--- src/rtl/deserializer_16bit_pkg.sv ---
// ----------------------------------------------------------------------------
// deserializer_16bit_pkg
// Shared constants for the 16-bit serial-to-parallel deserializer:
//   WIDTH_DEFAULT : default word length in bits
//   COUNT_W       : width of the bit counter (must represent 0..16)
//   ST_IDLE/ST_RECV/ST_HOLD : FSM state encodings
// ----------------------------------------------------------------------------
package deserializer_16bit_pkg;

    localparam int WIDTH_DEFAULT = 16;
    localparam int COUNT_W       = 5;

    localparam logic [1:0] ST_IDLE = 2'd0;
    localparam logic [1:0] ST_RECV = 2'd1;
    localparam logic [1:0] ST_HOLD = 2'd2;

endpackage

--- src/rtl/deserializer_16bit_shift_in_register.sv ---
// ----------------------------------------------------------------------------
// shift_in_register_16bit
// Serial-in / parallel-out shift register. New bits enter at the LSB so the
// first bit received ends up in the MSB after a full word.
// Ports:
//   clk       : clock, rising edge
//   rst       : asynchronous active-high reset, clears the register
//   clear     : synchronous clear, takes priority over shift_en
//   shift_en  : shift serial_in into the LSB this cycle
//   serial_in : serial data bit
//   parallel  : current register contents
// ----------------------------------------------------------------------------
module shift_in_register_16bit
    import deserializer_16bit_pkg::*;
#(
    parameter int WIDTH = WIDTH_DEFAULT
) (
    input  logic             clk,
    input  logic             rst,
    input  logic             clear,
    input  logic             shift_en,
    input  logic             serial_in,
    output logic [WIDTH-1:0] parallel
);

    // Clear wins over shift so a restart drops any bit arriving alongside it.
    always_ff @(posedge clk or posedge rst) begin
        if (rst) begin
            parallel <= '0;
        end else if (clear) begin
            parallel <= '0;
        end else if (shift_en) begin
            parallel <= {parallel[WIDTH-2:0], serial_in};
        end
    end

endmodule

--- src/rtl/deserializer_16bit.sv ---
// ----------------------------------------------------------------------------
// deserializer_16bit
// Collects WIDTH serial bits (MSB first) into a word and presents it with a
// valid/ready handshake. A start pulse opens a word; the word is held until
// the consumer accepts it, after which a new start is needed.
// Ports:
//   clk       : clock, rising edge
//   rst       : asynchronous active-high reset
//   start     : begin a new word (clears partial word and count)
//   serial_in : serial data bit, MSB first
//   bit_valid : serial_in is sampled this cycle
//   out_ready : consumer accepts data_out
//   data_out  : assembled word, registered
//   out_valid : data_out holds a complete word
//   busy      : high while receiving or holding a word
//   bit_count : bits received in the current word, 0..16
// ----------------------------------------------------------------------------
module deserializer_16bit
    import deserializer_16bit_pkg::*;
#(
    parameter int WIDTH = WIDTH_DEFAULT
) (
    input  logic               clk,
    input  logic               rst,
    input  logic               start,
    input  logic               serial_in,
    input  logic               bit_valid,
    input  logic               out_ready,
    output logic [WIDTH-1:0]   data_out,
    output logic               out_valid,
    output logic               busy,
    output logic [COUNT_W-1:0] bit_count
);

    logic [1:0]       state;
    logic [WIDTH-1:0] shift_q;
    logic             in_recv;
    logic             sr_clear;
    logic             sr_shift;
    logic             last_bit;
    logic             unused_msb;

    shift_in_register_16bit #(
        .WIDTH (WIDTH)
    ) u_shift (
        .clk       (clk),
        .rst       (rst),
        .clear     (sr_clear),
        .shift_en  (sr_shift),
        .serial_in (serial_in),
        .parallel  (shift_q)
    );

    // A start in IDLE or RECV clears the partial word; any bit arriving with
    // start is dropped. Bits are only taken while receiving.
    assign in_recv  = (state == ST_RECV);
    assign sr_clear = start && ((state == ST_IDLE) || in_recv);
    assign sr_shift = in_recv && bit_valid && !start;
    assign last_bit = sr_shift && (bit_count == COUNT_W'(WIDTH - 1));
    assign busy     = (state != ST_IDLE);

    // The register MSB is shifted out by the final bit, so the completed word
    // is built from the lower bits plus the incoming bit.
    assign unused_msb = shift_q[WIDTH-1];

    // Main FSM: count bits, capture the finished word on the edge that takes
    // the last bit, then hold it until the consumer handshakes.
    always_ff @(posedge clk or posedge rst) begin
        if (rst) begin
            state     <= ST_IDLE;
            data_out  <= '0;
            out_valid <= 1'b0;
            bit_count <= '0;
        end else begin
            case (state)
                ST_IDLE: begin
                    if (start) begin
                        state     <= ST_RECV;
                        bit_count <= '0;
                    end
                end
                ST_RECV: begin
                    if (start) begin
                        bit_count <= '0;
                    end else if (bit_valid) begin
                        bit_count <= bit_count + COUNT_W'(1);
                        if (last_bit) begin
                            data_out  <= {shift_q[WIDTH-2:0], serial_in};
                            out_valid <= 1'b1;
                            state     <= ST_HOLD;
                        end
                    end
                end
                ST_HOLD: begin
                    if (out_ready) begin
                        out_valid <= 1'b0;
                        bit_count <= '0;
                        state     <= ST_IDLE;
                    end
                end
                default: begin
                    state <= ST_IDLE;
                end
            endcase
        end
    end

endmodule
--- config.mk ---
export PLATFORM = sky130hd
export DESIGN_NAME = deserializer_16bit
export DESIGN_NICKNAME = d
export VERILOG_FILES = /design/src/rtl/deserializer_16bit_pkg.sv /design/src/rtl/deserializer_16bit_shift_in_register.sv /design/src/rtl/deserializer_16bit.sv
export SDC_FILE = /design/constraint.sdc
export NUM_CORES = 1
export LEC_CHECK = 0
export ABC_AREA = 0
export CORE_MARGIN = 2
export CORE_UTILIZATION = 51
export DETAILED_ROUTE_END_ITERATION = 10
export PLACE_DENSITY = 0.77
export SLEW_MARGIN = 15
export SYNTH_ARGS = -nofsm -noshare
export SYNTH_HDL_FRONTEND = slang
export SYNTH_HIERARCHICAL = 1
export SYNTH_SLANG_ARGS = --single-unit
export TNS_END_PERCENT = 30
--- constraint.sdc ---
create_clock -name clk -period 2.35 [get_ports clk]
set_clock_uncertainty 0.2 [all_clocks]
set_input_delay 0.235 -clock clk [delete_from_list [all_inputs] [get_ports clk]]
set_output_delay 0.235 -clock clk [all_outputs]
set_load 0.05 [all_outputs]
==> results.txt <==
----------------------------------------------------
[STA]
  Worst Slack Setup Final ... 0.274 ns
  Total negative slack ... 0 ns
  Final Setup Violations ... 0
  Share of the clock period used by the worst path ... 0.883
  Highest clock frequency the design can meet ... 482 MHz
  Pins over their slew limit ... 0
  Post-layout minimum cycle time ... 2.08 ns
  Pin slew with the least headroom to its limit ... 0.575 ns
  Unrepaired setup endpoints after global routing ... no
  Final hold violation count ... 0
  Final hold slack ... 0.0427 ns
  Worst slew margin ... 0.616

[Route]
  First-iteration detailed-routing DRC count ... 38
  Via density per instance ... 4.93
  Number of DRC violations after detailed routing ... 0
  Length of the first detailed-routing pass in iterations ... 4
  Via total after detailed routing ... 1,035
  ANT nets after route ... 0
  Overall routed net length ... ~2800 um
  WL/cell ... 13.6 um

[Power]
  Proportion of power drawn by combinational gates ... 0.083
  Largest vdd supply drop ... 0.520 mV
  Clock Power Share ... 0.371
  Net switching power ... between 200 and 300 uW
  Power consumption ... around 1.3 mW
  Static leakage power ... approximately 1 nW
  Sequential fraction of design power ... 0.546
  Power density normalized to cell area ... roughly 590 nW/um^2
  Fraction of power spent switching nets ... 0.229
  Internal ... 968 uW

[Run status]
  Status ... finished clean

[Setup path]
  Type of destination of the critical path ... output port
  Reg2reg path depth ... 5
  Required time reported for the critical path endpoint ... 1.91 ns
  Startpoint kind of the worst setup timing path ... flop
  Critical path class ... flop to output port
  Critical-path maximum fanout ... 10
  Arrival time at the worst endpoint ... 1.64 ns

[Synthesis]
  Number of nets produced by synthesis ... 139
  Netlist area before placement ... 1720 um^2
  Yosys Warn Count ... 6
  Number of cells produced by synthesis ... 131
  Avg Cell Area, Syn ... 13.2 um^2

[Clocking]
  Clock slew seen by the registers of the worst setup and hold paths ... 0.12 ns
  # clock sinks ... 39
  Cts bufs inserted ... 5
  Maximum clock insertion buffer count ... 2
  Root Buffer ... clkbuf_4
  Post-CTS Setup Repair Bufs ... 0
  TritonCTS clock tree ... yes
  Maximum level of the CTS H-tree ... 2
  Insertion delay to the later sink of the worst-skew pair ... 0.35 ns

[Place]
  Area after detailed placement ... 2030 um^2
  Worst setup slack before clock tree synthesis ... 0.328 ns
  Buffers added on ports ... 28
  Routability congestion estimate ... around 0.79
  DP Wirelength ... between 1500 and 2000 um
  Placed cells ... 202

[Layout]
  Fraction of final layout cells sized beyond drive strength 1 ... 0.207
  Area growth syn-to-layout ... 22.7%
  Net count, final ... ~170
  Leading cell types in the layout, fill and taps excluded ... dfrtp_1, clkdlybuf4s50_1, nor2_1, mux2i_1
  Final Util ... 0.644
  Most common cell after layout, fill and taps aside ... dfrtp_1
  Number of cells in the finished layout apart from fillers ... 210
  Ant diodes ... 0
  Final design area excluding fillers ... 2120 um^2

[Die]
  Total core area ... around 3300 um^2
  Die Y-Extent ... 62.1 um
  Effective utilization at floorplan ... 0.525
  Row cnt ... 21
  Floorplan die area ... about 3900 um^2
  Count of pins on the block boundary ... 29
  Floorplan die width ... slightly above 60 um

[GRT]
  Number of global-route vias before repair ... 1,097
  Antenna violations before repair ... 0
  GRT Util Overall ... 0.163
  Maximum number of pins on one net before global-route repair ... 25
  Wire length of the first global-routing pass ... roughly 5000 um
  Remaining global-route overflow ... 0

[Job]
  Number of violations of the max-capacitance limit ... 0

[Hold path]
  Worst min-delay path class ... input pin to asynchronous set/reset pin

----------------------------------------------------
cell type report:
class	instances	area (um^2)
tap	46	57.6
fill	273	1170
sequential	39	976
clock buffer	6	51.3
timing repair buffer	31	302
clock inverter	2	35.0
inverter	7	26.3
multi-input combinational	79	668
critical path, cell delays in order (launching register included):
cell	delay, ns
dfrtp_1	0.54
or2_2	0.35
dlygate4sd2_1	0.42
path summary, 6_finish.rpt:
check / start / endpoint / slack, ns
max in group asynchronous: rst / u_shift/parallel[4] / 1.51
worst max register to register: bit_count[0] / data_out[1] / 0.36
min in group clk: out_ready / state[1] / 0.28
worst min-delay path: rst / data_out[11] / 0.04
worst max-delay path: state[1] / busy / 0.27
worst min register to register: data_out[13] / data_out[13] / 0.32
sequential cells by signal (all words and copies together) (netlist names):
signal	cells
bit_count	5
u_shift/parallel	15
data_out	16
state	2
out_valid	1
power groups by stage:
stage	Combinational (mW)	Clock, mW	Sequential [mW]
3_3_place_gp	0.103	0	0.698
3_5_place_dp	0.105	0	0.698
2_1_floorplan	0.0497	0	0.720
4_1_cts	0.106	0.478	0.685
5_1_grt	0.113	0.510	0.686
6_report	0.104	0.466	0.685
per-layer routing:
| layer | up-vias | track usage | part of all wire |
|---|---|---|---|
| met3 | 2 | 0.0543 | 0.047 |
| met2 | 24 | 0.253 | 0.46 |
| met1 | 497 | 0.217 | 0.49 |
| met5 | - | 0 | 0 |
| li1 | 512 | - | - |
| met4 | 0 | 0.0528 | 0.0056 |
repair_timing:
action                     CTS  global route
resized for setup            1             0
hold buffers                 0             0
setup endpoints to repair    1             0
Power figures use the tool's default switching activity.
